**config.mk**
```make
export PLATFORM = sky130hd
export DESIGN_NAME = servo_sequencer
export DESIGN_NICKNAME = d
export VERILOG_FILES = /design/src/rtl/servo_sequencer.sv
export SDC_FILE = /design/constraint.sdc
export NUM_CORES = 1
export LEC_CHECK = 0
export BUFFER_PORTS_ARGS = -buffer_cell sky130_fd_sc_hd__buf_2
export CAP_MARGIN = 10
export CORE_MARGIN = 5
export CORE_UTILIZATION = 52
export CTS_CLUSTER_DIAMETER = 80
export DETAILED_ROUTE_END_ITERATION = 8
export PLACE_DENSITY = 0.7
export REMOVE_ABC_BUFFERS = 1
export SKIP_CTS_REPAIR_TIMING = 1
export SLEW_MARGIN = 20
export SYNTH_ARGS = -nofsm -noshare
export SYNTH_HDL_FRONTEND = slang
export SYNTH_SLANG_ARGS = --single-unit
```
**constraint.sdc**
```tcl
create_clock -name clk -period 3.4 [get_ports clk]
set_clock_uncertainty 0.05 [all_clocks]
set_input_delay 0 -clock clk [delete_from_list [all_inputs] [get_ports clk]]
set_output_delay 0 -clock clk [all_outputs]
set_load 0.005 [all_outputs]
```
**src/rtl/servo_sequencer.sv**
```systemverilog
// Command-driven motion sequencer for the SG90 servo position input.
// Ramps the position one code per STEP_TICKS toward a target, optionally dwells, then reports done.
module servo_sequencer #(
  parameter int unsigned STEP_TICKS = 1_200_000,
  parameter int unsigned HOLD_TICKS = 6_000_000,
  parameter int unsigned TICK_W     = 24
) (
  input  logic                    clk,
  input  logic                    rst,
  input  logic                    cmd_valid,
  output logic                    cmd_ready,
  input  logic [2:0]              cmd_target,
  input  logic                    cmd_hold,
  input  logic                    abort,
  output logic [2:0]              position,
  output logic                    busy,
  output logic                    done
);

  localparam int unsigned POS_W = 3;
  localparam logic [TICK_W-1:0] STEP_LAST = TICK_W'(STEP_TICKS - 1);
  localparam logic [TICK_W-1:0] HOLD_LAST = TICK_W'(HOLD_TICKS - 1);

  typedef enum logic [1:0] {
    IDLE = 2'd0,
    MOVE = 2'd1,
    HOLD = 2'd2
  } state_t;

  state_t             state;
  logic [TICK_W-1:0]  timer;
  logic [POS_W-1:0]   target_q;
  logic               hold_q;
  logic [POS_W-1:0]   step_pos;

  // Position one code closer to the latched target; only applied on a step edge.
  assign step_pos = (target_q > position) ? position + POS_W'(1) : position - POS_W'(1);

  always_ff @(posedge clk) begin
    if (!rst) begin
      state     <= IDLE;
      position  <= '0;
      timer     <= '0;
      target_q  <= '0;
      hold_q    <= 1'b0;
      done      <= 1'b0;
      busy      <= 1'b0;
      cmd_ready <= 1'b1;
    end else begin
      done <= 1'b0;
      unique case (state)
        IDLE: begin
          // cmd_ready is always high here, so cmd_valid alone means accept.
          if (cmd_valid) begin
            target_q <= cmd_target;
            hold_q   <= cmd_hold;
            timer    <= '0;
            if (cmd_target != position) begin
              state     <= MOVE;
              busy      <= 1'b1;
              cmd_ready <= 1'b0;
            end else if (cmd_hold) begin
              state     <= HOLD;
              busy      <= 1'b1;
              cmd_ready <= 1'b0;
            end else begin
              done <= 1'b1;
            end
          end
        end

        MOVE: begin
          if (abort) begin
            state     <= IDLE;
            timer     <= '0;
            busy      <= 1'b0;
            cmd_ready <= 1'b1;
          end else if (timer == STEP_LAST) begin
            timer    <= '0;
            position <= step_pos;
            if (step_pos == target_q) begin
              if (hold_q) begin
                state <= HOLD;
              end else begin
                state     <= IDLE;
                done      <= 1'b1;
                busy      <= 1'b0;
                cmd_ready <= 1'b1;
              end
            end
          end else begin
            timer <= timer + TICK_W'(1);
          end
        end

        HOLD: begin
          if (abort) begin
            state     <= IDLE;
            timer     <= '0;
            busy      <= 1'b0;
            cmd_ready <= 1'b1;
          end else if (timer == HOLD_LAST) begin
            state     <= IDLE;
            timer     <= '0;
            done      <= 1'b1;
            busy      <= 1'b0;
            cmd_ready <= 1'b1;
          end else begin
            timer <= timer + TICK_W'(1);
          end
        end

        default: begin
          state     <= IDLE;
          timer     <= '0;
          busy      <= 1'b0;
          cmd_ready <= 1'b1;
        end
      endcase
    end
  end

endmodule
```
# Yosys cells after proc, flatten, opt, wreduce, memory -nomap -nowiden
# Index checks and enable logic that the tools add are counted.
# totals
regBits	36
inputBits	8
output_inout_bits	6
wordCells	77
# classes
add_sub_neg	3
order_cmp	1
eq_ne	12
n_mux	47
n_bitwise	1
reduce_logical	5
# op_table
op	n
2-to-1 mux 24 bit	5
case mux 24 bit (3 select lines)	1
2-to-1 mux 1 bit	27
adder 24 x 1 -> 24 bit, second input constant	1
equality test 24 x 21 -> 1 bit, second input constant	1
equality test 24 x 23 -> 1 bit, second input constant	1
2-to-1 mux 2 bit	9
inequality test 3 bit, second input constant	5
case mux 1 bit (3 select lines)	3
case mux 2 bit (3 select lines)	1
AND reduction 6 bit	1
AND reduction 5 bit	1
adder 3 x 1 -> 3 bit, second input constant	1
equality test 3 bit	1
greater-than comparator 3 bit	1
2-to-1 mux 3 bit	1
inequality test 3 bit	1
AND reduction 3 bit	1
subtractor 3 x 1 -> 3 bit, second input constant	1
equality test 2 x 1 -> 1 bit, second input constant	1
equality test 2 bit, second input constant	1
zero test 2 bit	1
inequality test 2 bit, second input constant	1
AND reduction 2 bit	1
inverter 1 bit	1

# Logic depth before layout (Yosys ltp)
# Gate-level depths: netlist of run 1.
# logic_depth
depth_word	7
depth_mapped	11
mapped_depth_nobuf	11

# Worst setup path after synthesis of run 1
# OpenSTA, ideal clock, no wires.
# synth_timing
path_type	reg2reg
startpoint	reg position[2]
endpoint	reg busy
setup_time_ns	0.116
arrival_time_ns	2.615
t_required_ns	3.234
path_slack_ns	0.619
stages_incl_launch_ff	12
n_path_buf	0
synth_period_minus_slack_ns	2.781
cell_sequence	dfxtp_1 inv_1 ha_1 a21oi_1 a32oi_1 fa_1 xnor3_1 and3_1 o21ai_0 o21ai_0 and4_1 a31o_2
# synth_via
elab_chain_cells	5
elab_cells_between_ends	12
classes_between	2 x add/sub; 1 x order compare; 4 x eq/ne; 4 x mux; 1 x reduce/logical
# synth_lines
item	line	text
start, declared	15	output logic [2:0] position,
start signal, assigned	80	position <= step_pos;
subtractor 3 x 1 -> 3 bit, or another cell as far along	37	assign step_pos = (target_q > position) ? position + POS_W'(1) : position - POS_W'(1);
2-to-1 mux 3 bit	37	
equality test 3 bit	81	if (step_pos == target_q) begin
inequality test 3 bit (no line)	--	
AND reduction 6 bit (no line)	--	
end signal, assigned	47	busy <= 1'b0;
end signal, assigned	76	busy <= 1'b0;
end signal, assigned	87	busy <= 1'b0;
end, declared	16	output logic busy,
# Parallel ways exist; a longest one is shown, timed or not. The select of a mux whose other input is x is not followed.
# A chain may end at the register's enable or synchronous reset.

# Worst setup path in the final report of run 1
# Ends and elaborated chain as after synthesis.

==> impl_metrics.ini, run 1 <==
[status]
status = finished, violations left
violations = hold timing

[layout]
diodes = 0
fin_nets = 276
layout.cells.non_filler = 308
area_growth_pct = 13.2
drive_above_1_share_pct = 14.2

[routing]
wl_per_cell_um = 14.6
ant_nets = 0
via_per_inst = 5.77
wl_mm = 4.50
drc_errors = 0
first_pass_iters = 4
drtIter0Drc = 139
routed-via-count = 1777

[timing]
slew_viol_final = 0
setup-violations-final = 0
period_share_pct = 90.9
hold_violations = 2
tightest_slew_ns = 0.721
rsz0062_at_grt = no
whs_ns = -0.0133
setup_tns_ns = 0
fin_crit_ns = 3.09
maxSlewHeadroom_pct = 51.3
max_clock_freq_mhz = 324

[floorplan]
die_w_um = 72.4
rows = 22
io-pin-count = 14
die_h_um = 72.4
die_area_mm2 = 0.00524
start_util_pct = 54.4
fp.coreArea_mm2 = 0.00372

[synth]
synthTopCellsByCount = dfxtp_1 (36), nor2_1 (28), nand2_1 (26), xnor2_1 (19), nand3_1 (17)
synth_edf_count = 0
yosysSeqAreaShare_pct = 35.6
synthDistinctLibCells = 47
synth_largest_area_cell = dfxtp_1
synth-seq-cells = 36
netlist_instances = 236
async_reset_ff_share_pct = 0
ys.flop_type = dfxtp_1
netlist.area_leader.share_pct = 35.6
synth_most_common_cell = dfxtp_1
synthTopCellsByArea = dfxtp_1 (36%), xnor2_1 (8.2%), nor2_1 (5.2%)
syn_area_mm2 = 0.00202
ys.warnings.count = 0
avgSynthCellArea_um2 = 8.57

[global_routing]
first_global_vias = 1636
grt_use_met1_pct = 23.8
grt_use_total_pct = 18.6
grt-ovfl-total = 0
busiest_layer = met2
grt_pass1_wl_mm = 7.62
grt_max_degree = 18
met3_usage_pct = 5.96
use_met2_pct = 29.0
antenna_found_initial = 0

[clock_network]
insertion_delay_ns = 0.30
clk_pin_slew_ns = 0.07
htreeDepth = 2
cts_max_path_buffers = 2
root_buffer = clkbuf_8
cts.sinks = 36
tritoncts = built
cts_buffers = 5

[critical_path]
crit_required_ns = 3.55
crit_path_end_kind = flip-flop
arrival_ns = 3.23
crit_type = flip-flop to flip-flop
startpoint_type = flip-flop
cp_max_fo = 5

[power]
p_per_area_mw_per_mm2 = 423
total_leakage_power_nw = 0.841
ir_drop_v = 0.000301

[placed_design]
dp_hpwl_mm = 3.24
dpl.cell_count = 294
port_buffers = 13
gp_congestion = 0.787

[flow_run]
maxCapViolations = 0

[min_path]
hp-class = input port to flip-flop
==> through the flow <==
stage          area (um^2)  util [%]  setup WS, ns  hold slack (ns)  power, W
6_report              2290      61.6         0.311          -0.0133  0.000967
5_1_grt               2290      61.6         0.116          0.00446   0.00102
4_1_cts               2230      60.0         0.297          -0.0751  0.000963
3_5_place_dp          2140      57.5         0.311            0.229  0.000646
3_3_place_gp          2140      57.5         0.468            0.229  0.000642
2_1_floorplan         2000         -         0.619           0.0586  0.000589
==> state kept, by name (all words and copies together), names as in the netlist <==
signal     flops
timer         24
position       3
cmd_ready      1
done           1
target_q       3
state          2
busy           1
hold_q         1
==> area by class of cell <==
class	count	area, um^2
inverter	11	41.3
clock inverter	2	10.0
fill	330	1430
clock buffer	6	82.6
sequential	36	721
tap	48	60.1
timing repair buffer	21	140
multi-input combinational	184	1230
==> final timing paths <==
| check | start | to | slack, ns | cells after the start |
|---|---|---|---|---|
| hold / removal | cmd_valid | target_q[2]$_SDFFE_PN0P_ | -0.01 | 3 |
| hold reg to reg | cmd_ready$_SDFFE_PN1P_ | cmd_ready$_SDFFE_PN1P_ | 0.41 | 2 |
| setup / recovery | position[2]$_SDFFE_PN0P_ | busy$_SDFFE_PN0P_ | 0.31 | 11 |
| setup reg to reg | position[2]$_SDFFE_PN0P_ | busy$_SDFFE_PN0P_ | 0.31 | 11 |
==> per-layer routing <==
metal / up-vias / part of all wire, %
met2: 37 / 48
li1: 877 / -
met3: 12 / 5.3
met4: 0 / 3.2
met5: - / 0
met1: 851 / 44
==> layout by cell type (no fill, tap or decap), types with 2 or more instances in the layout <==
master,count
xor2_1,5
nor2_1,28
a22o_1,2
a21o_1,2
or3_1,2
inv_1,10
nand4_1,7
nor2_2,3
a41oi_1,2
nor4b_1,4
dlygate4sd3_1,6
and2_1,2
dfxtp_1,36
and3_1,3
nand2_1,26
xnor2_1,19
nand2b_1,3
clkbuf_8,6
clkinv_2,2
nor4_4,2
mux2i_1,2
ha_1,8
nand3_1,17
buf_2,13
nor3_1,8
o21ai_0,3
a21oi_1,9
buf_4,2
a31oi_1,7
==> cells by family (layout without fill, tap and decap cells) <==
kind of cell,Yosys count,in the layout,share of synthesized area [%]
buffers and inverters,16,40,3.34
xor gates and xnor gates,25,25,11.5
DFF,36,36,35.6
adders and majority gates,9,9,5.94
muxes,2,2,0.990
and+or+nand+nor,114,114,30.1
AOI/OAI and AO/OA,34,34,12.4
==> power breakdown <==
| part | switching, W | internal [W] |
|---|---|---|
| Sequential | 0.0000138 | 0.000439 |
| Combinational | 0.000114 | 0.0000789 |
| Clock | 0.000160 | 0.000162 |
==> worst max-delay path, cell delays in order (launching register included) <==
cell	delay (ns)
dfxtp_1	0.44
inv_1	0.07
ha_1	0.33
a21oi_1	0.27
a32oi_1	0.15
fa_1	0.44
xnor3_1	0.21
and3_1	0.19
o21ai_0	0.21
o21ai_0	0.18
and4_1	0.24
a31o_2	0.20
Power figures use the tool's default switching activity.
==> run 2: changes to the inputs <==
--- a/config.mk
+++ b/config.mk
@@ -13,6 +13,7 @@
 export DETAILED_ROUTE_END_ITERATION = 8
 export PLACE_DENSITY = 0.7
 export REMOVE_ABC_BUFFERS = 1
+export SETUP_SLACK_MARGIN = 0.4
 export SKIP_CTS_REPAIR_TIMING = 1
 export SLEW_MARGIN = 20
 export SYNTH_ARGS = -nofsm -noshare
==> run 2 against run 1 <==
The flow still finishes with violations (hold timing). Maximum frequency rose by 8.7%. Utilization grew 0.34 points. Setup slack improved by 0.25 ns. Flip-flop and latch count is the same. Die area unchanged. Critical path type unchanged. Largest cell class unchanged.
==> impl_metrics.ini, run 2 (synthesis gave the netlist of run 1 again) <==
[status]
status = finished, violations left
violations = hold timing

[timing]
tightest_slew_ns = 0.721
rsz0062_at_grt = no
setup_slack_ns = 0.558
whs_ns = -0.0157
period_share_pct = 83.6
fin_crit_ns = 2.84
setup-violations-final = 0
slew_viol_final = 0
hold_violations = 1
setup_tns_ns = 0
max_clock_freq_mhz = 352
maxSlewHeadroom_pct = 51.2

[routing]
routed-via-count = 1783
drtIter0Drc = 127
wl_per_cell_um = 14.7
wl_mm = 4.53
ant_nets = 0
drc_errors = 0
first_pass_iters = 4
via_per_inst = 5.79

[min_path]
hold_depth = 3
worstHoldStart = cmd_valid
hp-class = input port to flip-flop
holdPathEnd = target_q[2]$_SDFFE_PN0P_

[floorplan]
die_h_um = 72.4
die_w_um = 72.4
die_area_mm2 = 0.00524
start_util_pct = 54.4
rows = 22
fp.coreArea_mm2 = 0.00372
io-pin-count = 14

[layout]
fin_nets = 276
largest_reg_flops = 24
largest-register = timer
area_growth_pct = 13.8
top_regs = timer: 24 flops, position: 3 flops, target_q: 3 flops
layout_common_cells = dfxtp_1 (35), nor2_1 (28), nand2_1 (26)
drive_above_1_share_pct = 15.4
diodes = 0
final_common_cell = dfxtp_1

[global_routing]
antenna_found_initial = 0
grt_max_degree = 18
grt-ovfl-total = 0
first_global_vias = 1636
grt_use_total_pct = 18.6
grt_pass1_wl_mm = 7.62

[clock_network]
insertion_delay_ns = 0.30
cts_max_path_buffers = 2
cts_buffers = 5
cts.sinks = 36
root_buffer = clkbuf_8
clk_pin_slew_ns = 0.08
htreeDepth = 2
tritoncts = built

[critical_path]
crit_required_ns = 3.54
ff2ff_path_depth = 11
r2r_start = position[2]$_SDFFE_PN0P_
crit_path_end_kind = flip-flop
cp_max_fo = 5
crit_type = flip-flop to flip-flop
cpPeakStageDelay_ns = 0.43
rr_endpoint = busy$_SDFFE_PN0P_
path_cells = inv_1, ha_1, a21oi_2, a32oi_2, fa_1, xnor3_1, and3_1, o21ai_1, o21ai_1, and4_1, a31o_2
startpoint_type = flip-flop
slowest_stage = fa_1
arrival_ns = 2.99
cp_common_cell = o21ai_1
ff2ff_setup_slack_ns = 0.56

[power]
p_per_area_mw_per_mm2 = 423
ir_drop_v = 0.000296
total_leakage_power_nw = 0.843

[placed_design]
place_ws_ns = 0.311
port_buffers = 13
dp_hpwl_mm = 3.24
gp_congestion = 0.787

[flow_run]
maxCapViolations = 0
run 2: area by class of cell:
class	instances	area, um^2
fillers	326	1420
multi-input cells	184	1240
flip-flops and latches	36	722
repair buffers	21	140
clock buffers	6	82.6
well taps	48	60.1
inverters	11	41.3
clock inverters	2	10.0
run 2: stage by stage:
step	std cells	cell area [um^2]	util, %	total power (W)
6_report	308	2300	61.9	0.000974
5_1_grt	308	2300	61.9	0.00102
4_1_cts	302	2230	60.0	0.000963
3_5_place_dp	294	2140	57.5	0.000646
3_3_place_gp	294	2140	57.5	0.000642
2_1_floorplan	231	2000	-	0.000589
run 2: layer usage:
metal | GRT usage [%] | share of wire (%) | vias up
met5 | 0 | 0 | -
met4 | 7.52 | 3.4 | 0
met3 | 5.96 | 6.4 | 15
met2 | 29.0 | 47 | 40
met1 | 23.8 | 43 | 847
li1 | - | - | 881
run 2: worst max path at each step:
stage,from,endpoint,cells after the start
6_report,position[2]$_SDFFE_PN0P_,busy$_SDFFE_PN0P_,11
5_1_grt,position[2]$_SDFFE_PN0P_,busy$_SDFFE_PN0P_,11
4_1_cts,position[2]$_SDFFE_PN0P_,busy$_SDFFE_PN0P_,11
3_5_place_dp,position[2]$_SDFFE_PN0P_,busy$_SDFFE_PN0P_,11
3_3_place_gp,position[2]$_SDFFE_PN0P_,busy$_SDFFE_PN0P_,11
2_1_floorplan,position[2]$_SDFFE_PN0P_,busy$_SDFFE_PN0P_,11
run 2: where the power goes:
group	internal (W)	switching, W	total (W)
Clock	0.000162	0.000160	0.000322
Sequential	0.000439	0.0000137	0.000453
Combinational	0.0000817	0.000117	0.000199
run 2: worst max-delay path, delay by kind of cell, from the launching register on:
family / cells / cell delay, ns
and+or+nand+nor: 2 / 0.41
buffers and inverters: 1 / 0.06
AOI/OAI and AO/OA: 5 / 0.85
DFF: 1 / 0.39
xor gates and xnor gates: 1 / 0.21
adders and majority gates: 2 / 0.78
==> run 3: changes to the inputs <==
==> constraint.sdc (replaced) <==
create_clock -name clk -period 2.7 [get_ports clk]
set_clock_uncertainty 0.05 [all_clocks]
set_input_delay 0 -clock clk [delete_from_list [all_inputs] [get_ports clk]]
set_output_delay 0 -clock clk [all_outputs]
set_load 0.005 [all_outputs]
==> run 3 against run 2 <==
The flow still finishes with violations (hold timing). Clock power grew 24%. Maximum frequency grew 12%. Hold slack is essentially flat. Sequential power grew 27%. Setup slack lost 0.39 ns. Critical path depth shrank 1. Largest cell class unchanged. Largest power group unchanged. Highest routed layer unchanged.
==> impl_metrics.ini, run 3 (synthesis gave the netlist of run 1 again) <==
[status]
status = finished, violations left
violations = hold timing

[layout]
fin_util_pct = 69.1
largest-register = timer
largest_reg_flops = 24
final_common_cell = dfxtp_1
layout_common_cells = dfxtp_1 (32), nor2_1 (27), nand2_1 (26)
top_regs = timer: 24 flops, position: 3 flops, target_q: 3 flops
diodes = 0
area_growth_pct = 27.0
fin_nets = 295
fillers = 295
drive_above_1_share_pct = 27.6

[placed_design]
gp_congestion = 0.776
dp_hpwl_mm = 3.15
port_buffers = 13

[routing]
drc_errors = 0
wl_per_cell_um = 15.0
wl_mm = 4.90
via_per_inst = 5.59
drtIter0Drc = 96
first_pass_iters = 4
ant_nets = 0
routed-via-count = 1827

[power]
switching_share_pct = 29.6
comb_power_share_pct = 24.9
ir_drop_v = 0.000300
total_leakage_power_nw = 0.966
p_int_w = 0.000912
total_power_w = 0.00130
netSwitchingPower_w = 0.000383
p_per_area_mw_per_mm2 = 504
clockPowerShare_pct = 30.8
p_seq_share_pct = 44.3

[critical_path]
ff2ff_path_depth = 10
startpoint_type = flip-flop
cp_max_fo = 3
startpoint = target_q[2]$_SDFFE_PN0P_
r2r_start = target_q[2]$_SDFFE_PN0P_
crit_path_end_kind = flip-flop
crit_required_ns = 2.84
crit_type = flip-flop to flip-flop
arrival_ns = 2.68

[clock_network]
cts_max_path_buffers = 2
tritoncts = built
htreeDepth = 2
clk_pin_slew_ns = 0.07
cts.sinks = 36
cts_buffers = 5
insertion_delay_ns = 0.29
root_buffer = clkbuf_8

[global_routing]
grt_pass1_wl_mm = 7.16
grt_use_total_pct = 17.3
antenna_found_initial = 0
first_global_vias = 1612
grt-ovfl-total = 0
grt_max_degree = 18

[timing]
rsz0062_at_grt = yes
max_clock_freq_mhz = 394
slew_viol_final = 0
whs_ns = -0.0153
setup_tns_ns = 0
maxSlewHeadroom_pct = 57.0
fin_crit_ns = 2.54
tightest_slew_ns = 0.635
setup-violations-final = 0
hold_violations = 1
period_share_pct = 93.9

[floorplan]
rows = 22
io-pin-count = 14
die_w_um = 72.4
die_area_mm2 = 0.00524
start_util_pct = 54.4
fp.coreArea_mm2 = 0.00372
die_h_um = 72.4

[min_path]
hp-class = input port to flip-flop
worstHoldStart = cmd_valid
hold_depth = 3

[flow_run]
maxCapViolations = 0
-- run 3: metal layers --
metal / share of wire, % / vias up / track usage (%) / wire length, um
met3: 5.1 / 12 / 4.71 / 248
met1: 44 / 843 / 22.1 / 2170
met4: 2.1 / 0 / 7.52 / 104
met5: 0 / - / 0 / 0
met2: 48 / 49 / 27.3 / 2370
li1: - / 923 / - / -
-- run 3: final cells by class --
| cell class | count | area [um^2] | area share [%] |
|---|---|---|---|
| Timing Repair Buffer | 39 | 305 | 11.9 |
| Clock buffer | 6 | 82.6 | 3.21 |
| Sequential cell | 36 | 726 | 28.3 |
| Clock inverter | 2 | 10.0 | 0.390 |
| Inverter | 11 | 41.3 | 1.61 |
| Multi-Input combinational cell | 185 | 1340 | 52.3 |
| Tap cell | 48 | 60.1 | 2.34 |
-- run 3: power groups by stage --
| stage | registers, W | clock network, W | logic [W] |
|---|---|---|---|
| 2_1_floorplan | 0.000580 | 0 | 0.000162 |
| 3_3_place_gp | 0.000582 | 0 | 0.000257 |
| 3_5_place_dp | 0.000583 | 0 | 0.000260 |
| 4_1_cts | 0.000571 | 0.000408 | 0.000261 |
| 5_1_grt | 0.000575 | 0.000430 | 0.000350 |
| 6_report | 0.000574 | 0.000400 | 0.000323 |
-- run 3: final timing paths --
path / slack, ns / endpoint
max reg2reg: 0.16 / busy$_SDFFE_PN0P_
max: 0.16 / busy$_SDFFE_PN0P_
min reg2reg: 0.41 / cmd_ready$_SDFFE_PN1P_
min: -0.02 / target_q[1]$_SDFFE_PN0P_
-- run 3: critical path, cell delays in order (launching register included) --
cell and delay [ns]:
dfxtp_1 0.36, ha_4 0.30, nand3b_1 0.12, a32oi_2 0.26, fa_2 0.51, xnor2_2 0.16, nor2_1 0.12, o21ai_2 0.08
o21ai_2 0.19, nand2_1 0.09, a31o_2 0.20
-- run 3: metrics by stage --
| stage | instances | worst slack (ns) | area, um^2 |
|---|---|---|---|
| after CTS | 314 | -0.0934 | 2330 |
| final | 327 | 0.164 | 2570 |
| after global placement | 306 | -0.0166 | 2240 |
| after floorplan | 231 | -0.0815 | 2000 |
| after detailed placement | 306 | -0.0779 | 2240 |
| after global routing | 327 | 0.00254 | 2570 |
